$ cat config.mk
export PLATFORM = sky130hd
export DESIGN_NAME = pc_sequencer
export DESIGN_NICKNAME = d
export VERILOG_FILES = /design/src/rtl/pc_sequencer.sv
export SDC_FILE = /design/constraint.sdc
export NUM_CORES = 1
export LEC_CHECK = 0
export ABC_CLOCK_PERIOD_IN_PS = 4800
export CAP_MARGIN = 30
export CORE_MARGIN = 1
export CORE_UTILIZATION = 40
export DETAILED_ROUTE_END_ITERATION = 10
export HOLD_SLACK_MARGIN = 0.03
export PLACE_DENSITY = 0.56
export SYNTH_ARGS = -nofsm -noshare
export SYNTH_HDL_FRONTEND = slang
export SYNTH_SLANG_ARGS = --single-unit
$ cat constraint.sdc
create_clock -name Clock -period 4.8 [get_ports Clock]
set_input_delay 0.96 -clock Clock [delete_from_list [all_inputs] [get_ports Clock]]
set_output_delay 0.96 -clock Clock [all_outputs]
set_load 0.01 [all_outputs]
$ cat src/rtl/pc_sequencer.sv
// pc_sequencer: program counter and call/return sequencer for a ROM-fed datapath.
// Decodes the instruction at oPC combinationally and picks the next fetch address
// from jump, conditional branch, call and return opcodes. Calls and returns use
// an 8-deep return stack.
// Optional feature: define PC_NOP_DELAY_EN so that NOP holds the PC for a
// programmable number of cycles. Without the macro, NOP is a plain advance.
// Opcode encoding mirrors the ROM opcode table: NOP=0 ADD=1 SUB=2 STO=3 BLE=4
// BGE=5 JMP=6 CALL=7 RET=8 SMUL=9.
module pc_sequencer (
  input  logic        Clock,
  input  logic        Reset,
  input  logic [27:0] iInstruction,
  input  logic [15:0] iSrc1Value,
  input  logic [15:0] iSrc0Value,
  output logic [15:0] oPC,
  output logic        oExecute,
  output logic        oStackError,
  output logic        oNopWait
);

  localparam int unsigned PC_W        = 16;
  localparam int unsigned SP_W        = 4;
  localparam int unsigned STACK_DEPTH = 8;
  localparam int unsigned IDX_W       = 3;
  localparam int unsigned TGT_W       = 8;
  localparam int unsigned NOP_W       = 24;

  localparam logic [3:0] OP_NOP  = 4'd0;
  localparam logic [3:0] OP_BLE  = 4'd4;
  localparam logic [3:0] OP_BGE  = 4'd5;
  localparam logic [3:0] OP_JMP  = 4'd6;
  localparam logic [3:0] OP_CALL = 4'd7;
  localparam logic [3:0] OP_RET  = 4'd8;

  logic [3:0]       opcode;
  logic [PC_W-1:0]  target;
  logic [PC_W-1:0]  pc_inc;
  logic [PC_W-1:0]  pc_next;
  logic [SP_W-1:0]  sp;
  logic [SP_W-1:0]  sp_next;
  logic [IDX_W-1:0] top_idx;
  logic             stack_full;
  logic             stack_empty;
  logic             push;
  logic             err_set;
  logic             ble_take;
  logic             bge_take;
  logic [PC_W-1:0]  ret_stack [STACK_DEPTH];

`ifdef PC_NOP_DELAY_EN
  typedef enum logic {ST_RUN, ST_WAIT} state_t;

  state_t           state;
  state_t           state_next;
  logic [NOP_W-1:0] cnt;
  logic [NOP_W-1:0] cnt_next;
  logic [NOP_W-1:0] nop_len;

  assign nop_len  = iInstruction[NOP_W-1:0];
  assign oNopWait = (state == ST_WAIT);
`else
  // NOP literal field is only meaningful when the delay feature is built in.
  logic unused_nop_literal;
  assign unused_nop_literal = ^iInstruction[15:0];
  assign oNopWait = 1'b0;
`endif

  // Instruction field decode and branch comparisons.
  assign opcode      = iInstruction[27:24];
  assign target      = {8'h00, iInstruction[23:16]};
  assign pc_inc      = oPC + PC_W'(1);
  assign ble_take    = (iSrc1Value <= iSrc0Value);
  assign bge_take    = (iSrc1Value >= iSrc0Value);
  assign stack_full  = (sp == SP_W'(STACK_DEPTH));
  assign stack_empty = (sp == '0);
  assign top_idx     = IDX_W'(sp - SP_W'(1));
  assign oExecute    = !Reset && !oNopWait;

  // Next PC, stack pointer and delay-state selection.
  always_comb begin
    pc_next = pc_inc;
    sp_next = sp;
    push    = 1'b0;
    err_set = 1'b0;
`ifdef PC_NOP_DELAY_EN
    state_next = state;
    cnt_next   = cnt;
    if (state == ST_WAIT) begin
      if (cnt == '0) begin
        state_next = ST_RUN;
        pc_next    = pc_inc;
      end else begin
        cnt_next = cnt - NOP_W'(1);
        pc_next  = oPC;
      end
    end else
`endif
    begin
      case (opcode)
`ifdef PC_NOP_DELAY_EN
        OP_NOP: begin
          if (nop_len != '0) begin
            pc_next    = oPC;
            cnt_next   = nop_len - NOP_W'(1);
            state_next = ST_WAIT;
          end
        end
`endif
        OP_JMP: pc_next = target;
        OP_BLE: if (ble_take) pc_next = target;
        OP_BGE: if (bge_take) pc_next = target;
        OP_CALL: begin
          pc_next = target;
          if (stack_full) begin
            err_set = 1'b1;
          end else begin
            push    = 1'b1;
            sp_next = sp + SP_W'(1);
          end
        end
        OP_RET: begin
          if (stack_empty) begin
            err_set = 1'b1;
          end else begin
            pc_next = ret_stack[top_idx];
            sp_next = sp - SP_W'(1);
          end
        end
        default: ;
      endcase
    end
  end

  // Control registers: PC, stack pointer, sticky error and delay state.
  always_ff @(posedge Clock) begin
    if (Reset) begin
      oPC         <= '0;
      sp          <= '0;
      oStackError <= 1'b0;
`ifdef PC_NOP_DELAY_EN
      state       <= ST_RUN;
      cnt         <= '0;
`endif
    end else begin
      oPC <= pc_next;
      sp  <= sp_next;
      if (err_set) oStackError <= 1'b1;
`ifdef PC_NOP_DELAY_EN
      state <= state_next;
      cnt   <= cnt_next;
`endif
    end
  end

  // Return-address storage; contents are irrelevant after reset so it is not cleared.
  always_ff @(posedge Clock) begin
    if (!Reset && push) ret_stack[sp[IDX_W-1:0]] <= pc_inc;
  end

endmodule

== Word-level counts from Yosys, hierarchy flattened ==
Memories as Yosys holds them, arrays and structs flattened.
Cells that the tools add are included.
Widths: inputs -> output; s select.

* Add/sub/neg operators: 3
* Magnitude comparators: 2
* Eq/ne operators: 8
* Mux-type cells: 14
* Reduce and logical (&&, ||, !) cells: 6

{| class="wikitable"
|+ Operators by type and width
! kind !! number
|-
| $pmux 16 s4 || 1
|-
| $mux 16 || 3
|-
| $add 16x1->16 const B || 1
|-
| $eq 4x3->1 const B || 4
|-
| $ge 16x16->1 || 1
|-
| $le 16x16->1 || 1
|-
| $eq 4x4->1 const B || 2
|-
| $mux 4 || 2
|-
| $pmux 4 s2 || 1
|-
| $mux 1 || 6
|-
| $add 4x1->4 const B || 1
|-
| $logic_not 4->1 || 1
|-
| $ne 2x2->1 const B || 2
|-
| $sub 4x1->4 const B || 1
|-
| $reduce_and 3->1 || 1
|-
| $pmux 1 s2 || 1
|-
| $reduce_bool 2->1 || 1
|-
| $reduce_or 2->1 || 1
|-
| $logic_and 1x1->1 || 1
|-
| $logic_not 1->1 || 1
|}

* Flip-flop bits (word level): 21
* RAM bits: 128
* Output and inout port bits: 19
* Word-level logic and storage cells: 37
* Memories kept: 1

{| class="wikitable"
|+ Memory list
! memory !! depth !! width !! rd ports !! clocked after memory_dff !! write ports !! line !! RTL
|-
| ret_stack || 8 || 16 || 1 || 0 || 1 || 48 || <nowiki>logic [PC_W-1:0] ret_stack [STACK_DEPTH];</nowiki>
|}

== Depth between registers and ports, before layout ==
* Depth after elaboration: 6
* Mapped depth: 13
* Mapped depth without buffers: 9

== Worst setup path before layout ==
Ideal clock, no wire load.

* Kind: register -> register
* Start point: reg sp[0]
* End point: mem ret_stack[1][0] (enable)
* Setup time: 0.409 ns
* Arrival: 2.992 ns
* Data required time: 4.391 ns
* Path slack: 1.399 ns
* Stages on the path, launching flop included: 12
* Buffers on the path: 4
* Period minus slack after synthesis: 3.401 ns
* Path through: dfxtp_1 buf_6 buf_6 buf_2 inv_1 ha_1 clkbuf_1 nand2_1 o21ai_0 nor2_1 nand2_1 nor3_1

* Longest elaborated chain between the ends: 6

{| class="wikitable"
|+ Ends and longest elaborated chain
! what !! line !! RTL
|-
| from (decl) || 39 || <nowiki>logic [SP_W-1:0] sp;</nowiki>
|-
| from (signal assigned) || 146 || <nowiki>sp <= sp_next;</nowiki>
|-
| $eq 4x4->1 || 74 || <nowiki>assign stack_full = (sp == SP_W'(STACK_DEPTH));</nowiki>
|-
| $mux 1 || 114 || <nowiki>if (stack_full) begin</nowiki>
|-
| $mux 1 || 99 || <nowiki>case (opcode)</nowiki>
|-
| $logic_and 1x1->1 || 157 || <nowiki>if (!Reset && push) ret_stack[sp[IDX_W-1:0]] <= pc_inc;</nowiki>
|-
| $mux 1 || 157 ||
|-
| $mux 1 (not written as such) || 157 ||
|-
| to (decl) || 48 ||
|}

Several ways; a longest one is shown, not always the timed one.

== Worst setup path after layout ==
* Start point: in Reset
* End point: out oExecute

* Longest elaborated chain between the ends: 1

{| class="wikitable"
|+ Ends and longest elaborated chain
! what !! line !! RTL
|-
| from (decl) || 11 || <nowiki>input logic Reset,</nowiki>
|-
| $logic_not 1->1 || 77 || <nowiki>assign oExecute = !Reset && !oNopWait;</nowiki>
|-
| to (decl) || 16 || <nowiki>output logic oExecute,</nowiki>
|}

Every way passes these cells.

==> key figures <==
Die
  – Initial Util: 41.0%
  – Die Ht: 132 um
  – Die width: 132 um
  – Row count: 47
  – DIE AREA: 0.0175 sq mm
  – IO Pins: 81
  – Core Area: 0.0166 sq mm

Clock network
  – Root Buffer: clkbuf_16
  – CTS buffer count: 17
  – Clock latency on the worst-skew pair: 0.42 ns
  – Sink Count: 149
  – Cts hold-fix bufs: 0
  – Number of H-tree levels: 4
  – CTS max path bufs: 2
  – CTS tree: done
  – Post-CTS Setup Repair Bufs: 0
  – Post-CTS Resized: 0
  – Clock transition at the registers of the reported paths: 0.06 ns

STA
  – Post-route setup TNS: 0 ns
  – Final worst slack: 1.07 ns
  – Final min period: 3.73 ns
  – Unrepaired setup endpoints after global routing: no
  – Worst-margin pin slew: 0.973 ns
  – Relative slew slack: 34.7%
  – Clock Skew: 0.00863 ns
  – # setup viols final: 0
  – Period Utilization, post-route: 77.7%
  – Fmax: 0.268 GHz
  – Hold Fails Final Rpt: 0
  – Fin. max-slew vios: 0

Yosys
  – Syn_nets: 543
  – Post-synth cell types: 51
  – Ys flop type: edfxtp_1
  – Register area share after synthesis: 62.7%
  – Yosys warns: 0
  – Async S/R FF share, synth: 0%
  – Number of flops mapped to enable cells by yosys: 128
  – Cell count after synthesis: 462
  – Mean Syn Cell Area: 14.7 sq um
  – Syn Std Cell Area: 0.00680 sq mm
  – Synthesis-stage register bit count: 149

Cells and area
  – ANT cells: 0
  – Post-layout net count: 621
  – Most common cell after layout, fill and taps aside: edfxtp_1
  – Area Growth Syn to Fin: 23.3%
  – Commonest cells after routing, fill and taps aside: 128 x edfxtp_1, 63 x clkdlybuf4s50_1, 40 x nand2_1
  – Core Util, Final: 50.6%
  – Ratio of cells with drive above 1 in the final layout: 16.1%

Global route
  – Antenna violations before repair: 0
  – All-Layer GR Usage: 19.0%
  – Vias in the first global route: 4286
  – Grt ovf: 0
  – Largest net degree at the start of global routing: 40
  – Global-route wire length before repair: 24.6 mm

Critical path
  – CP arrival: 2.77 ns
  – Most used cell along the critical path: clkdlybuf4s50_1
  – Reg2reg end: oPC[5]
  – Reg2Reg Depth: 7
  – Crit Path Class: input port to output pin
  – CP Cell Sequence: clkdlybuf4s50_1, inv_1, clkdlybuf4s50_1
  – Reg2Reg Setup Slack: 1.61 ns
  – Worst setup SP type: input port
  – Crit path largest cell delay: 0.92 ns
  – Worst path required time: 3.84 ns
  – Critical-path maximum fanout: 15
  – Worst path slowest cell: clkdlybuf4s50_1
  – Reg-to-reg startpoint: sp[1]
  – CP Capture Type: output pin

Power and ir drop
  – Peak supply drop: 227 uV
  – Tot Pwr: 3.15 mW
  – Switch Pwr: 0.676 mW
  – Leakage: 2.96 nW
  – Clock Power Share: 45.4%
  – Net Sw Frac: 21.5%
  – Comb pwr share: 9.2%
  – Internal power: 2.47 mW
  – Power per standard cell area: 375 mW/mm^2
  – Reg power frac: 45.4%

Routing
  – First DRT Iteration DRCs: 257
  – DRC: 0
  – DRT Wirelength: 15.8 mm
  – Via density: 5.60
  – Drt pass-1 iters: 5
  – WL/cell: 20.5 um
  – DRT antenna net count: 0
  – Via count: 4326

Worst hold path
  – Worst hold path cell count: 2
  – Worst Hold Class: register to register
  – Worst hold path startpoint: oStackError
  – Worst Hold Path EP: oStackError

Placement
  – Setup WS pre-CTS: 1.02 ns
  – PortBufs: 63
  – Final GP Congestion: 0.812
  – Dpl hpwl: 10.1 mm

Run
  – Max-capacitance violation count: 0

Status
  – Status: finished, final reports clean
[flip-flops by register name, summed over array words and instances, names as in the netlist]
signal,cells
oPC,16
sp,4
ret_stack,128
oStackError,1
[synthesized netlist by cell type (9+ instances only)]
library cell,number,area (sq um)
a21oi_1,21,105
a221oi_1,13,114
a31oi_1,9,56.3
clkbuf_1,13,48.8
dfxtp_1,21,420
edfxtp_1,128,3840
ha_1,19,238
inv_1,26,97.6
mux4_2,32,721
nand2_1,40,150
nor2_1,18,67.6
xnor2_1,13,114
[layout make-up]
cell class / instances / area, sq um
multi-input combinational: 265 / 2340
sequential: 149 / 4270
clock buffer: 17 / 425
timing repair buffer: 81 / 778
inverter: 26 / 97.6
clock inverter: 14 / 206
tap: 220 / 275
fill: 1405 / 8200
[per-stage QoR]
stage | hold WS (ns) | instance area, sq um | instances
2_1_floorplan | 0.470 | 6800 | 462
3_3_place_gp | 0.444 | 7750 | 741
3_5_place_dp | 0.446 | 7750 | 741
4_1_cts | 0.455 | 8380 | 772
5_1_grt | 0.469 | 8380 | 772
6_report | 0.450 | 8380 | 772
[metal layers]
metal	GRT usage [%]	part of all wire, %	vias to the layer above
li1	-	-	1989
met1	23.7	43	2208
met2	32.9	51	113
met3	3.73	4.2	16
met4	6.64	1.5	0
met5	0	0	-
[power groups by stage]
stage / registers, mW / logic (mW) / clock network (mW)
3_5_place_dp: 1.46 / 0.291 / 0
4_1_cts: 1.43 / 0.292 / 1.45
6_report: 1.43 / 0.290 / 1.43
2_1_floorplan: 1.46 / 0.177 / 0
5_1_grt: 1.43 / 0.316 / 1.50
3_3_place_gp: 1.45 / 0.285 / 0
[how the worst max path moves through the flow]
stage,to,startpoint,depth (start not counted)
after floorplan,ret_stack[1][0],sp[0],11
after CTS,oExecute,Reset,3
final,oExecute,Reset,3
after detailed placement,ret_stack[3][5],Reset,7
after global routing,oExecute,Reset,3
after global placement,ret_stack[6][2],Reset,7
[worst max-delay path, delay by kind of cell]
kind | cells | cell delay [ns]
buffers and inverters | 3 | 1.80
[cells by family (layout without fill, tap and decap cells)]
logic type               count (synthesis)  in the layout  synth area share (%)
AO/OA/AOI/OAI                           84             84                  9.06
XOR/XNOR                                18             18                  2.32
adder cells (fa/ha/maj)                 19             19                  3.50
buffers and inverters                   48            138                  3.06
flip-flops                             149            149                  62.7
multiplexers                            37             37                  11.3
other                                    1              1                0.0552
AND/OR/NAND/NOR                        106            106                  7.95
Power figures use the tool's default switching activity.
